### config.mk
export PLATFORM = sky130hd
export DESIGN_NAME = alu_exec
export DESIGN_NICKNAME = d
export VERILOG_FILES = /design/src/rtl/alu_exec.sv
export SDC_FILE = /design/constraint.sdc
export NUM_CORES = 1
export LEC_CHECK = 0
export BUFFER_PORTS_ARGS = -buffer_cell sky130_fd_sc_hd__clkbuf_2
export CORE_MARGIN = 3
export CORE_UTILIZATION = 60
export DETAILED_ROUTE_END_ITERATION = 16
export PLACE_DENSITY = 0.83
export SLEW_MARGIN = 20
export SYNTH_ARGS = -nofsm -noshare
export SYNTH_HDL_FRONTEND = slang
export SYNTH_SLANG_ARGS = --single-unit
### constraint.sdc
create_clock -name clk -period 7.2 [get_ports clk]
set_input_delay 0.36 -clock clk [delete_from_list [all_inputs] [get_ports clk]]
set_output_delay 0.36 -clock clk [all_outputs]
set_load 0.01 [all_outputs]
### src/rtl/alu_exec.sv
// alu_exec: handshaked ALU execution unit.
//
// A request (alucontrol, a, b) is accepted when in_valid and in_ready are both
// high. Single-cycle operations (add, sub, and, or, slt, illegal codes) present
// their result on the cycle after accept. The result, zero and illegal outputs
// then hold until the consumer raises out_ready, which returns the unit to IDLE.
// in_ready is not re-asserted in that same cycle, so accepts are at least two
// cycles apart.
//
// Optional feature macro: ALU_EXEC_MUL_EN
//   Defined   -> code 011 is an iterative shift-add unsigned multiply. It spends
//                WIDTH cycles in BUSY and returns the low WIDTH bits of a*b.
//   Undefined -> no BUSY state, counter or accumulator is built, and code 011
//                is reported as illegal.
//
// Ports:
//   clk         rising-edge clock
//   reset       synchronous, active-high reset
//   in_valid    request present
//   in_ready    unit idle and able to accept a request
//   alucontrol  operation code (010 add, 110 sub, 000 and, 001 or, 111 slt, 011 mul)
//   a, b        operands, WIDTH bits
//   out_valid   result, zero and illegal are valid
//   out_ready   consumer takes the result this cycle
//   result      registered operation result
//   zero        result == 0 on a legal operation
//   illegal     captured code was unsupported
module alu_exec #(
    parameter int WIDTH = 32
) (
    input  logic             clk,
    input  logic             reset,
    input  logic             in_valid,
    output logic             in_ready,
    input  logic [2:0]       alucontrol,
    input  logic [WIDTH-1:0] a,
    input  logic [WIDTH-1:0] b,
    output logic             out_valid,
    input  logic             out_ready,
    output logic [WIDTH-1:0] result,
    output logic             zero,
    output logic             illegal
);

    localparam logic [2:0] OP_ADD = 3'b010;
    localparam logic [2:0] OP_SUB = 3'b110;
    localparam logic [2:0] OP_AND = 3'b000;
    localparam logic [2:0] OP_OR  = 3'b001;
    localparam logic [2:0] OP_SLT = 3'b111;
`ifdef ALU_EXEC_MUL_EN
    localparam logic [2:0] OP_MUL = 3'b011;
    localparam int         CW     = (WIDTH > 1) ? $clog2(WIDTH) : 1;
`endif

`ifdef ALU_EXEC_MUL_EN
    typedef enum logic [1:0] {IDLE = 2'd0, BUSY = 2'd1, DONE = 2'd2} state_t;
`else
    typedef enum logic [1:0] {IDLE = 2'd0, DONE = 2'd2} state_t;
`endif

    state_t state;

    // Single-cycle operation. Returns {illegal, result}; an unsupported code
    // yields result 0 with the illegal bit set.
    function automatic logic [WIDTH:0] alu_op(
        input logic [2:0]       op,
        input logic [WIDTH-1:0] x,
        input logic [WIDTH-1:0] y
    );
        logic signed [WIDTH-1:0] xs;
        logic signed [WIDTH-1:0] ys;
        logic        [WIDTH-1:0] r;
        logic                    bad;
        xs  = x;
        ys  = y;
        r   = '0;
        bad = 1'b0;
        case (op)
            OP_ADD:  r = x + y;
            OP_SUB:  r = x - y;
            OP_AND:  r = x & y;
            OP_OR:   r = x | y;
            OP_SLT:  r = {{(WIDTH-1){1'b0}}, (xs < ys)};
            default: bad = 1'b1;
        endcase
        return {bad, r};
    endfunction

    logic [WIDTH:0]   op_res;
    logic [WIDTH-1:0] op_val;
    logic             op_bad;

    assign op_res = alu_op(alucontrol, a, b);
    assign op_bad = op_res[WIDTH];
    assign op_val = op_res[WIDTH-1:0];

`ifdef ALU_EXEC_MUL_EN
    logic [WIDTH-1:0] mcand;
    logic [WIDTH-1:0] mplier;
    logic [WIDTH-1:0] acc;
    logic [WIDTH-1:0] acc_next;
    logic [CW-1:0]    cnt;

    // One multiplier bit per cycle; only the low WIDTH bits are ever kept.
    assign acc_next = mplier[0] ? (acc + mcand) : acc;
`endif

    always_ff @(posedge clk) begin
        if (reset) begin
            state     <= IDLE;
            in_ready  <= 1'b1;
            out_valid <= 1'b0;
            result    <= '0;
            zero      <= 1'b0;
            illegal   <= 1'b0;
`ifdef ALU_EXEC_MUL_EN
            cnt       <= '0;
            acc       <= '0;
            mcand     <= '0;
            mplier    <= '0;
`endif
        end else begin
            case (state)
                // IDLE: in_ready is high here, so in_valid alone means accept.
                IDLE: begin
                    if (in_valid) begin
                        in_ready <= 1'b0;
`ifdef ALU_EXEC_MUL_EN
                        if (alucontrol == OP_MUL) begin
                            state  <= BUSY;
                            mcand  <= a;
                            mplier <= b;
                            acc    <= '0;
                            cnt    <= '0;
                        end else
`endif
                        begin
                            state     <= DONE;
                            out_valid <= 1'b1;
                            result    <= op_val;
                            illegal   <= op_bad;
                            zero      <= !op_bad && (op_val == '0);
                        end
                    end
                end
`ifdef ALU_EXEC_MUL_EN
                // BUSY: shift-add iteration, WIDTH cycles in total.
                BUSY: begin
                    acc    <= acc_next;
                    mcand  <= mcand << 1;
                    mplier <= mplier >> 1;
                    cnt    <= cnt + 1'b1;
                    if (cnt == CW'(WIDTH - 1)) begin
                        state     <= DONE;
                        out_valid <= 1'b1;
                        result    <= acc_next;
                        illegal   <= 1'b0;
                        zero      <= (acc_next == '0);
                    end
                end
`endif
                // DONE: hold outputs until the consumer takes them.
                DONE: begin
                    if (out_ready) begin
                        state     <= IDLE;
                        out_valid <= 1'b0;
                        in_ready  <= 1'b1;
                    end
                end
                default: begin
                    state     <= IDLE;
                    out_valid <= 1'b0;
                    in_ready  <= 1'b1;
                end
            endcase
        end
    end

endmodule
==> run summary, run 1 <==
r2r endpoint -> zero
Core Util, Final -> 68.2%
initial antenna violation count -> 0
post-cts resize count -> 0
final setup skew -> 1.78 ps
Worst Tran Pin Value -> 911 ps
post-synthesis sequential area ratio -> 10.4%
TNS Setup -> 0 ps
1st-iter DRT viols -> 999
Logic pwr share -> 55.2%
Syn. warnings -> 0
syn_area_per_cell -> 6.95 um2
clock sink count -> 36
Die Y -> 113 um
Psw -> 0.429 mW
DRC violation count after routing -> 0
Routability Congestion -> 1.07
met2 usage -> 49.2%
M1 GR Usage -> 44.2%
Largest delay share family, worst path -> compound AO/OA/AOI/OAI gates
unrepaired setup endpoints after global routing -> no
Setup Viol. Count Final -> 0
area grow syn2layout -> 9.05%
CP Class -> in2reg
CTS tree -> done
FF-to-FF Start -> out_valid
grt ovf -> 0
Hold Path End -> in_ready
Rel. slew slack -> 39.2%
GR Util met3 -> 9.14%
most common flop cell mapped by yosys -> dfxtp_1
status -> finished clean
DRT Pass-1 Iters -> 6
Mapped Cells -> 992
fin crit share -> 49.4%
min Tclk post-route -> 3560 ps
Hold-fix buffers, CTS -> 0
Detail Placement HPWL -> 17200 um
share of power burned in registers -> 23.6%
CTS clk-pin slew, worst paths -> 50 ps
clock share of power -> 21.3%
die area -> 12800 um2
cell-internal power -> 0.527 mW
CP max stage delay -> 550 ps
Async S/R FF share, synth -> 0%
VDD IR-drop max -> 0.000173 V
power per cell area -> 127 nW/um2
Tot GR Track Use -> 32.6%
Critical-path top delay cell -> a221oi_1
Post-Syn Area -> 6900 um2
source of the worst hold timing path -> out_ready
via count -> 7797
FF-to-FF setup slack -> 4280 ps
Hold Crit Class -> in2reg
Setup crit end kind -> register
largest net degree at the start of global routing -> 63
final wirelength -> 21900 um
CP startpoint -> a[13]
row cnt -> 38
Sw Share -> 44.9%
worst path cell trace -> clkbuf_2 > inv_1 > ha_1 > nor4_2 > nand2_1 > a21oi_1 > a21oi_1 > a221oi_1 > nand4_1 > nand2_1 > nor2_1 > o311ai_0 > nor4_2 > a32o_1
hold depth -> 3
Post-synth EDFFs -> 0
leak pwr -> 3.51 nW
CP Max Fanout -> 13
Worst R2R Path Depth -> 10
busiest grt layer -> met2
clock tree buffer depth -> 2
Via density -> 6.54
#FFs+latches synth -> 36
share of cells above drive strength 1 -> 13.5%
worst-skew pair later-pin latency -> 280 ps
Critical Path RT -> 7370 ps
# IOs -> 107
Syn Nets -> 1174
core area -> 11000 um2
H-tree levels -> 2
WP data arrival -> 3730 ps
Routed WL per cell -> 18.4 um
post-synth cell types -> 80
max-cap violations -> 0
post-route ant nets -> 0
final net count -> 1234
diodes inserted -> 0
vias in the first global route -> 6844
FILL cells -> 1032
Post-CTS Setup Bufs -> 0
critical path launch point type -> primary input
first-pass GRT wire length -> 34500 um
CP bufs+invs -> 2
IO buf count -> 106
chip width -> 113 um
Final Max Slew Viols -> 0
Initial Util -> 62.5%
TritonCTS buffer count -> 5
f_max -> 281 MHz
CTS root buf -> clkbuf_16
Final Hold Fails -> 0
## synth_stat cells (all sizes together), types with 10 or more instances
library cell	instances	area, um2
mux2i	21	210
buf	24	131
xnor2	13	114
nor3	27	145
o21ai	58	294
ha	109	1360
dfxtp	36	721
nor2b	18	113
inv	111	417
a21o	10	75.1
nand4	16	100
a21oi	96	507
nor2	107	402
clkbuf	35	131
nor4	19	131
nand3	15	80.1
a31oi	11	68.8
nand2	63	236
o211ai	20	150
a211oi	35	263
## layer usage
layer	share of wire, %	vias to the layer above
li1	-	3696
met4	4.0	0
met1	41	3494
met3	13	87
met5	0	-
met2	42	520
## per-stage QoR
stage / instances / cell area, um2 / setup slack, ps / hold WS (ps) / power, mW
after floorplan: 992 / 6900 / 4120 / 494 / 0.588
after CTS: 1192 / 7520 / 3810 / 312 / 0.936
final: 1192 / 7520 / 3640 / 319 / 0.955
after detailed placement: 1185 / 7390 / 3500 / 491 / 0.734
after global routing: 1192 / 7520 / 3460 / 333 / 1.01
after global placement: 1185 / 7390 / 3540 / 481 / 0.729
## state kept, by name (all words and copies together), names as in the netlist
register,cells
zero,1
out_valid,1
in_ready,1
result,32
illegal,1
## worst register-to-register path, stage by stage (launching register included)
cell and delay [ps]:
dfxtp_1 340, nand2b_1 540, nor2_1 350, nor4b_1 250, nand4_1 130, nor4_1 290
nand4_1 150, nor4_1 300, nand4_1 160, nor4_2 190, a32o_1 160
## final cells by class
cell class	instances	area, um2	share of cell area, %
multi-input cells	785	5500	73.1
repair buffers	112	576	7.65
inverters	112	420	5.59
well taps	140	175	2.33
clock buffers	6	129	1.71
flip-flops and latches	36	721	9.58
clock inverters	1	5.00	0.0665
## power by group through the flow
| stage | clock, mW | sequential, mW | combinational, mW |
|---|---|---|---|
| finish | 0.203 | 0.225 | 0.527 |
| detailed placement | 0 | 0.229 | 0.505 |
| floorplan | 0 | 0.235 | 0.353 |
| CTS | 0.203 | 0.225 | 0.508 |
| global placement | 0 | 0.229 | 0.501 |
| global route | 0.212 | 0.227 | 0.571 |
## worst max path at each step
stage	to	slack, ps	depth (start not counted)
floorplan	zero	4120	13
global placement	zero	3540	14
detailed placement	zero	3500	14
CTS	zero	3810	14
global route	zero	3460	14
finish	zero	3640	14
## cell families after synthesis
kind of cell               count (synthesis)  share of synthesized area (%)
muxes                                     23                           3.43
AOI/OAI and AO/OA                        331                           32.4
buffers and inverters                    171                           9.90
xor gates and xnor gates                  14                           1.78
DFF                                       36                           10.4
and+or+nand+nor                          306                           21.7
adders and majority gates                111                           20.4
## cells in the final DEF, fill, tap and decap left out, types with 25 or more instances in the layout
cell type	netlist	layout
nor2_1	107	107
clkbuf_2	0	106
a21oi_1	93	93
inv_1	111	111
nand2_1	63	63
o21ai_0	52	52
nor3_1	25	25
a211oi_1	35	35
dfxtp_1	36	36
ha_1	109	109
(Power assumes the default switching activity.)
==> run 2: changes to the inputs <==
--- a/config.mk
+++ b/config.mk
@@ -5,11 +5,12 @@
 export SDC_FILE = /design/constraint.sdc
 export NUM_CORES = 1
 export LEC_CHECK = 0
+export ABC_AREA = 1
 export BUFFER_PORTS_ARGS = -buffer_cell sky130_fd_sc_hd__clkbuf_2
 export CORE_MARGIN = 3
 export CORE_UTILIZATION = 60
 export DETAILED_ROUTE_END_ITERATION = 16
-export PLACE_DENSITY = 0.83
+export PLACE_DENSITY = 0.82
 export SLEW_MARGIN = 20
 export SYNTH_ARGS = -nofsm -noshare
 export SYNTH_HDL_FRONTEND = slang
==> constraint.sdc (replaced) <==
create_clock -name clk -period 3.6 [get_ports clk]
set_input_delay 0.18 -clock clk [delete_from_list [all_inputs] [get_ports clk]]
set_output_delay 0.18 -clock clk [all_outputs]
set_load 0.01 [all_outputs]
==> run summary, run 2 <==
CP dominant cell by count -> nand2_1
min Tclk post-route -> 2570 ps
Setup Viol. Count Final -> 0 (unchanged)
Synth top area share -> 20.3% (was 19.8%)
Syn Nets -> 1627 (was 1174)
Critical-path top delay cell -> ha_1 (was a221oi_1)
Hold Crit Class -> in2reg (unchanged)
DRT Pass-1 Iters -> 6 (unchanged)
Worst Tran Pin Value -> 749 ps (was 911 ps)
TritonCTS buffer count -> 5 (unchanged)
die area -> 14400 um2 (was 12800 um2)
CP Max Fanout -> 10 (was 13)
clock sink count -> 36 (unchanged)
status -> finished clean (unchanged)
Async S/R FF share, synth -> 0% (unchanged)
Critical Path RT -> 3800 ps (was 7370 ps)
unrepaired setup endpoints after global routing -> no (unchanged)
Tot GR Track Use -> 34.4% (was 32.6%)
final net count -> 1703 (was 1234)
WP data arrival -> 2770 ps (was 3730 ps)
final wirelength -> 25200 um (was 21900 um)
Post-synth top cells -> nand2_1, inv_1, nor2_1, nand3_1, ha_1 (was inv_1, ha_1, nor2_1, a21oi_1, nand2_1)
f_max -> 389 MHz
first-pass GRT wire length -> 40000 um (was 34500 um)
post-synth top area cell -> nand2_1 (was ha_1)
max reg flops -> 32 (unchanged)
fin crit share -> 71.3%
Hold-fix buffers, CTS -> 0 (unchanged)
commonest non-fill, non-tap cell in the layout -> nand2_1 (was inv_1)
TNS Setup -> 0 ps (unchanged)
Syn. warnings -> 0 (unchanged)
Post-CTS Setup Bufs -> 0 (unchanged)
post-route ant nets -> 0 (unchanged)
Core Util, Final -> 68.2% (about the same)
grt ovf -> 0 (unchanged)
area grow syn2layout -> 8.48% (was 9.05%)
Routed WL per cell -> 14.9 um (was 18.4 um)
Final Power -> 1.99 mW (was 0.955 mW)
most common flop cell mapped by yosys -> dfxtp_1 (unchanged)
hold depth -> 2 (was 3)
met2 wire length -> 10500 um (was 9120 um)
# IOs -> 107 (unchanged)
final setup skew -> 4.13 ps (was 1.78 ps)
Final Hold Fails -> 0 (unchanged)
Final Max Slew Viols -> 0 (unchanged)
post-synthesis sequential area ratio -> 9.27% (was 10.4%)
largest net degree at the start of global routing -> 42 (was 63)
critical path launch point type -> primary input (unchanged)
diodes inserted -> 0 (unchanged)
1st-iter DRT viols -> 1117 (was 999)
share of cells above drive strength 1 -> 10.6% (was 13.5%)
ranking of synthesized cells by area -> nand2_1, ha_1, inv_1 (was ha_1, dfxtp_1, a21oi_1)
highest routed metal layer -> met5 (was met4)
CTS clk-pin slew, worst paths -> 50 ps (about the same)
Worst R2R Path Depth -> 15 (was 10)
chip width -> 120 um (was 113 um)
most numerous cell in the Yosys netlist -> nand2_1 (was inv_1)
#FFs+latches synth -> 36 (unchanged)
clock tree buffer depth -> 2 (unchanged)
metal3 WL -> 2930 um (was 2870 um)
power per cell area -> 236 nW/um2 (was 127 nW/um2)
post-synth cell types -> 36 (was 80)
Via density -> 5.54 (was 6.54)
via count -> 9356 (was 7797)
Rel. slew slack -> 49.9% (was 39.2%)
Detail Placement HPWL -> 21200 um (was 17200 um)
most frequent cells in the layout -> nand2_1, inv_1, nor2_1 (was inv_1, ha_1, nor2_1)
Initial Util -> 62.9% (was 62.5%)
core area -> 12400 um2 (was 11000 um2)
PnR worst setup slack -> 1030 ps (was 3640 ps)
CTS tree -> done (unchanged)
initial antenna violation count -> 1 (was 0)
Post-Syn Area -> 7780 um2 (was 6900 um2)
syn_area_per_cell -> 5.38 um2 (was 6.95 um2)
DRC violation count after routing -> 0 (unchanged)
Routability Congestion -> 1.05 (was 1.07)
VDD IR-drop max -> 0.000175 V (was 0.000173 V)
H-tree levels -> 2 (unchanged)
worst-skew pair later-pin latency -> 280 ps (about the same)
CP Class -> in2reg (unchanged)
CTS root buf -> clkbuf_16 (unchanged)
FF-to-FF setup slack -> 1320 ps (was 4280 ps)
leak pwr -> 5.13 nW (was 3.51 nW)
largest reg by FF count -> result (unchanged)
M1 WL -> 11100 um (was 9090 um)
Setup crit end kind -> register (unchanged)
pre-CTS setup slack -> 885 ps (was 3500 ps)
IO buf count -> 106 (unchanged)
Post-synth EDFFs -> 0 (unchanged)
max-cap violations -> 0 (unchanged)
CP max stage delay -> 450 ps (was 550 ps)
Die Y -> 120 um (was 113 um)
vias in the first global route -> 8228 (was 6844)
row cnt -> 40 (was 38)
post-cts resize count -> 0 (unchanged)
Mapped Cells -> 1445 (was 992)
worst path cell trace -> clkbuf_2 > inv_1 > ha_1 > nor2_4 > nand2_1 > nand3b_1 > nand2_1 > nand2_1 > nand2_1 > nor2_1 > nor2_1 > nand2_1 > nor2_1 > nand3_1 > nor2_1 > nand2_1 > nor2_1 > nand2_1 > a21oi_2 (was clkbuf_2 > inv_1 > ha_1 > nor4_2 > nand2_1 > a21oi_1 > a21oi_1 > a221oi_1 > nand4_1 > nand2_1 > nor2_1 > o311ai_0 > nor4_2 > a32o_1)
## run 2: changes by cell type after synthesis, moves of 16 or more
cell and delta:
clkbuf_1 -26, a21oi_1 -33, a211oi_1 -35, nor2b_1 -18, nor2_1 +74, nand2_1 +357, inv_1 +166, nor4_1 -16
nand3_1 +121, mux2i_1 -21
## run 2: cells by family after synthesis
kind of cell,Yosys count,share of synthesized area [%]
AOI/OAI and AO/OA,168,12.3
xor gates and xnor gates,2,0.225
adders and majority gates,111,18.1
buffers and inverters,330,17.2
DFF,36,9.27
and+or+nand+nor,798,43.0
## run 2: metal layers
layer,GRT usage [%],up-vias
met5,0,-
met4,9.81,2
met2,53.0,530
met3,6.03,57
met1,49.0,4142
li1,-,4625
## run 2: cell type report
| class | instances | area [um2] |
|---|---|---|
| timing repair buffer | 109 | 553 |
| sequential | 36 | 721 |
| clock buffer | 5 | 125 |
| tap | 168 | 210 |
| clock inverter | 3 | 18.8 |
| inverter | 290 | 1090 |
| fill | 1249 | 3930 |
| multi-input combinational | 1079 | 5720 |
## run 2: final timing paths
kind                   from         to
setup / recovery       a[5]       zero
hold / removal     in_valid  out_valid
setup reg to reg  out_valid       zero
hold reg to reg    in_ready   in_ready
## run 2: critical path, delay by kind of cell
family                   cells  cell delay, ps
adder cells (fa/ha/maj)      1             450
buffers and inverters        2             170
AO/OA/AOI/OAI                1             100
AND/OR/NAND/NOR             15            1870
## run 2: per-stage QoR
step,hold slack [ps],instance area [um2],instances
floorplan,288,7780,1445
global placement,402,8290,1682
detailed placement,403,8290,1682
CTS,117,8440,1690
global route,141,8440,1690
finish,118,8440,1690
## run 2: power breakdown
part | switching [mW] | internal (mW)
registers | 0.0187 | 0.431
logic | 0.770 | 0.353
clock network | 0.161 | 0.254
total | 0.949 | 1.04
==> run 3: changes to the inputs <==
--- a/config.mk
+++ b/config.mk
@@ -5,12 +5,12 @@
 export SDC_FILE = /design/constraint.sdc
 export NUM_CORES = 1
 export LEC_CHECK = 0
-export ABC_AREA = 1
+export ABC_AREA = 0
 export BUFFER_PORTS_ARGS = -buffer_cell sky130_fd_sc_hd__clkbuf_2
 export CORE_MARGIN = 3
 export CORE_UTILIZATION = 60
 export DETAILED_ROUTE_END_ITERATION = 16
-export PLACE_DENSITY = 0.82
+export PLACE_DENSITY = 0.83
 export SLEW_MARGIN = 20
 export SYNTH_ARGS = -nofsm -noshare
 export SYNTH_HDL_FRONTEND = slang
==> constraint.sdc (replaced) <==
create_clock -name clk -period 2.5 [get_ports clk]
set_input_delay 0.125 -clock clk [delete_from_list [all_inputs] [get_ports clk]]
set_output_delay 0.125 -clock clk [all_outputs]
set_load 0.01 [all_outputs]
==> run summary, run 3 <==
status -> did not finish (was finished clean)
failing step -> global routing
Err -> [ERROR GRT-0116] Global routing finished with congestion. Check the congestion regions in the DRC Viewer.
Post-synth top cells -> inv_1, ha_1, nor2_1, a21oi_1, nand2_1 (was nand2_1, inv_1, nor2_1, nand3_1, ha_1)
Tot GR Track Use -> 76.9%
post-synth cell types -> 80 (was 36)
Initial Util -> 62.5% (was 62.9%)
#FFs+latches synth -> 36 (unchanged)
Detail Placement HPWL -> 24300 um (was 21200 um)
clock sink count -> 36 (unchanged)
IO buf count -> 106 (unchanged)
Hold-fix buffers, CTS -> 0 (unchanged)
first-pass GRT wire length -> 78300 um
syn_area_per_cell -> 6.95 um2 (was 5.38 um2)
grt ovf -> 81
placed instance area -> 9860 um2 (was 8290 um2)
post-synthesis sequential area ratio -> 10.4% (was 9.27%)
CTS root buf -> clkbuf_16 (unchanged)
Synth top area share -> 19.8% (was 20.3%)
Die Y -> 113 um (was 120 um)
chip width -> 113 um (was 120 um)
# IOs -> 107 (unchanged)
clock tree buffer depth -> 2 (unchanged)
Syn. warnings -> 0 (unchanged)
ranking of synthesized cells by area -> ha_1, dfxtp_1, a21oi_1 (was nand2_1, ha_1, inv_1)
Post-Syn Area -> 6900 um2 (was 7780 um2)
Async S/R FF share, synth -> 0% (unchanged)
vias in the first global route -> 13.3k
H-tree levels -> 2 (unchanged)
Routability Congestion -> 1.14 (was 1.05)
most common flop cell mapped by yosys -> dfxtp_1 (unchanged)
row cnt -> 38 (was 40)
Syn Nets -> 1174 (was 1627)
post-synth top area cell -> ha_1 (was nand2_1)
Mapped Cells -> 992 (was 1445)
largest net degree at the start of global routing -> 28
TritonCTS buffer count -> 5 (unchanged)
most numerous cell in the Yosys netlist -> inv_1 (was nand2_1)
Post-synth EDFFs -> 0 (unchanged)
-- run 3: layer usage --
layer  GRT usage, %  GRT overflow
met1           74.9             2
met2           93.7            40
met3           63.4             1
met4           79.6            38
met5           19.6             0
-- run 3: repair_timing --
item / in CTS
pin swaps: 44
gates resized for setup: 103
endpoints found under the setup margin: 16
buffers inserted: 11
-- run 3: logic make-up after synthesis --
| kind of cell | synth area share [%] |
|---|---|
| buf+inv | 9.90 |
| xor+xnor | 1.78 |
| simple gates | 21.7 |
| fa+ha+maj | 20.4 |
| mux | 3.43 |
| flops | 10.4 |
| compound gates | 32.4 |
-- run 3: per-stage QoR --
stage / setup TNS (ps) / utilization (%) / hold slack, ps / setup WS [ps] / cells
after floorplan: -180 / - / 259 / -180 / 992
after detailed placement: -9520 / 89.4 / 383 / -814 / 1508
after CTS: -624 / 96.1 / 95.3 / -264 / 1526
after global placement: -6030 / 89.4 / 364 / -647 / 1508
==> run 4: changes to the inputs <==
--- a/config.mk
+++ b/config.mk
@@ -8,9 +8,9 @@
 export ABC_AREA = 0
 export BUFFER_PORTS_ARGS = -buffer_cell sky130_fd_sc_hd__clkbuf_2
 export CORE_MARGIN = 3
-export CORE_UTILIZATION = 60
+export CORE_UTILIZATION = 40
 export DETAILED_ROUTE_END_ITERATION = 16
-export PLACE_DENSITY = 0.83
+export PLACE_DENSITY_LB_ADDON = 0.15
 export SLEW_MARGIN = 20
 export SYNTH_ARGS = -nofsm -noshare
 export SYNTH_HDL_FRONTEND = slang
==> run summary, run 4 (synthesized netlist as in run 1, its figures left out) <==
Routed WL per cell -> 17.6 um
Tot GR Track Use -> 29.3%
TNS Setup -> -1060 ps
Largest delay share family, worst path -> compound AO/OA/AOI/OAI gates
failing checks -> negative setup slack
Initial Util -> 41.2% (was 62.5%)
initial antenna violation count -> 0
WP data arrival -> 3110 ps
vias in the first global route -> 8753
Die Y -> 137 um (was 113 um)
diodes inserted -> 0
Critical-path top delay cell -> fa_2
status -> complete, but fails checks (was did not finish)
Final Max Slew Viols -> 0
final net count -> 1619
TritonCTS buffer count -> 5 (unchanged)
row cnt -> 47 (was 38)
CTS tree -> done
clock tree buffer depth -> 2 (unchanged)
area grow syn2layout -> 69.2%
CTS clk-pin slew, worst paths -> 50 ps
Via density -> 5.57
f_max -> 345 MHz
worst-skew pair later-pin latency -> 280 ps
final setup skew -> 2.71 ps
final wirelength -> 29100 um
Routability Congestion -> 0.968 (was 1.14)
CP bufs+invs -> 4
post-route ant nets -> 0
CP Class -> in2reg
worst path cell trace -> clkbuf_16 > inv_12 > ha_4 > inv_2 > fa_2 > nor2b_4 > o211ai_1 > buf_4 > nand2_2 > a21oi_2 > a2111oi_4 > a211oi_2 > nand4_1 > nor4_2 > nand4_1 > nor4_2 > a32o_1
IO buf count -> 106 (unchanged)
largest net degree at the start of global routing -> 46
CP Max Fanout -> 4
Core Util, Final -> 69.6%
most frequent cells in the layout -> buf_4, clkbuf_2, inv_1, nor2_1, ha_1
grt ovf -> 0
largest reg by FF count -> result
pre-CTS setup slack -> -1030 ps (was -814 ps)
met2 wire length -> 13300 um
max reg flops -> 32
clock sink count -> 36 (unchanged)
Critical Path RT -> 2720 ps
VDD IR-drop max -> 0.000370 V
max-cap violations -> 0
DRC violation count after routing -> 0
chip width -> 137 um (was 113 um)
H-tree levels -> 2 (unchanged)
fin crit share -> 116%
Setup crit end kind -> register
first-pass GRT wire length -> 44400 um
# IOs -> 107 (unchanged)
Worst Tran Pin Value -> 560 ps
Rel. slew slack -> 62.2%
CP max stage delay -> 370 ps
M1 WL -> 13100 um
highest routed metal layer -> met4
die area -> 18900 um2
Setup Viol. Count Final -> 9
1st-iter DRT viols -> 794
share of cells above drive strength 1 -> 46.7%
Final Hold Fails -> 0
Hold Crit Class -> in2reg
via count -> 9233
critical path launch point type -> primary input
Hold-fix buffers, CTS -> 0 (unchanged)
core area -> 16800 um2
CTS root buf -> clkbuf_16 (unchanged)
Final Power -> 3.95 mW
power per cell area -> 338 nW/um2
Detail Placement HPWL -> 23300 um (was 24300 um)
unrepaired setup endpoints after global routing -> yes
metal3 WL -> 2040 um
leak pwr -> 5.52 nW
commonest non-fill, non-tap cell in the layout -> buf_4
PnR worst setup slack -> -394 ps
DRT Pass-1 Iters -> 5
min Tclk post-route -> 2890 ps
==> run 4: final timing paths <==
kind | startpoint | end | slack [ps] | cells after the start
worst min register to register | result[10] | result[10] | 500 | 2
worst min-delay path | out_ready | in_ready | 100 | 3
worst max-delay path | a[0] | zero | -390 | 17
worst max register to register | out_valid | zero | 330 | 10
==> run 4: area by class of cell <==
| class | instances | area (um2) |
|---|---|---|
| fillers | 1430 | 5090 |
| multi-input cells | 785 | 6500 |
| flip-flops and latches | 36 | 721 |
| well taps | 220 | 275 |
| clock buffers | 6 | 129 |
| clock inverters | 2 | 35.0 |
| inverters | 112 | 435 |
| repair buffers | 497 | 3580 |
==> run 4: per-layer routing <==
| layer | global-route usage (%) | up-vias |
|---|---|---|
| met1 | 40.5 | 4328 |
| li1 | - | 4481 |
| met5 | 0 | - |
| met2 | 48.4 | 365 |
| met4 | 7.04 | 0 |
| met3 | 3.65 | 59 |
==> run 4: power by group <==
part	switching (mW)	leakage, nW	internal, mW
Sequential	0.0291	0.297	0.621
Combinational	1.34	5.15	1.27
Clock	0.226	0.0808	0.468
==> run 4: timing repair <==
item                       in CTS  in global routing
resized for setup             111                110
setup endpoints to repair      16                 21
buffers inserted               13                 12
pin swaps                      50                 43
==> run 4: worst min-delay path: cells and delay by family <==
family	cells	cell delay, ps
AO/OA/AOI/OAI	1	70
AND/OR/NAND/NOR	1	60
buffers and inverters	1	90
==> run 4: per-stage QoR <==
stage,cell area [um2],hold slack [ps],std cells
finish,11700,99.9,1658
global route,11700,120,1658
CTS,11100,94.7,1650
detailed placement,10300,378,1632
global placement,10300,367,1632
floorplan,6940,259,992
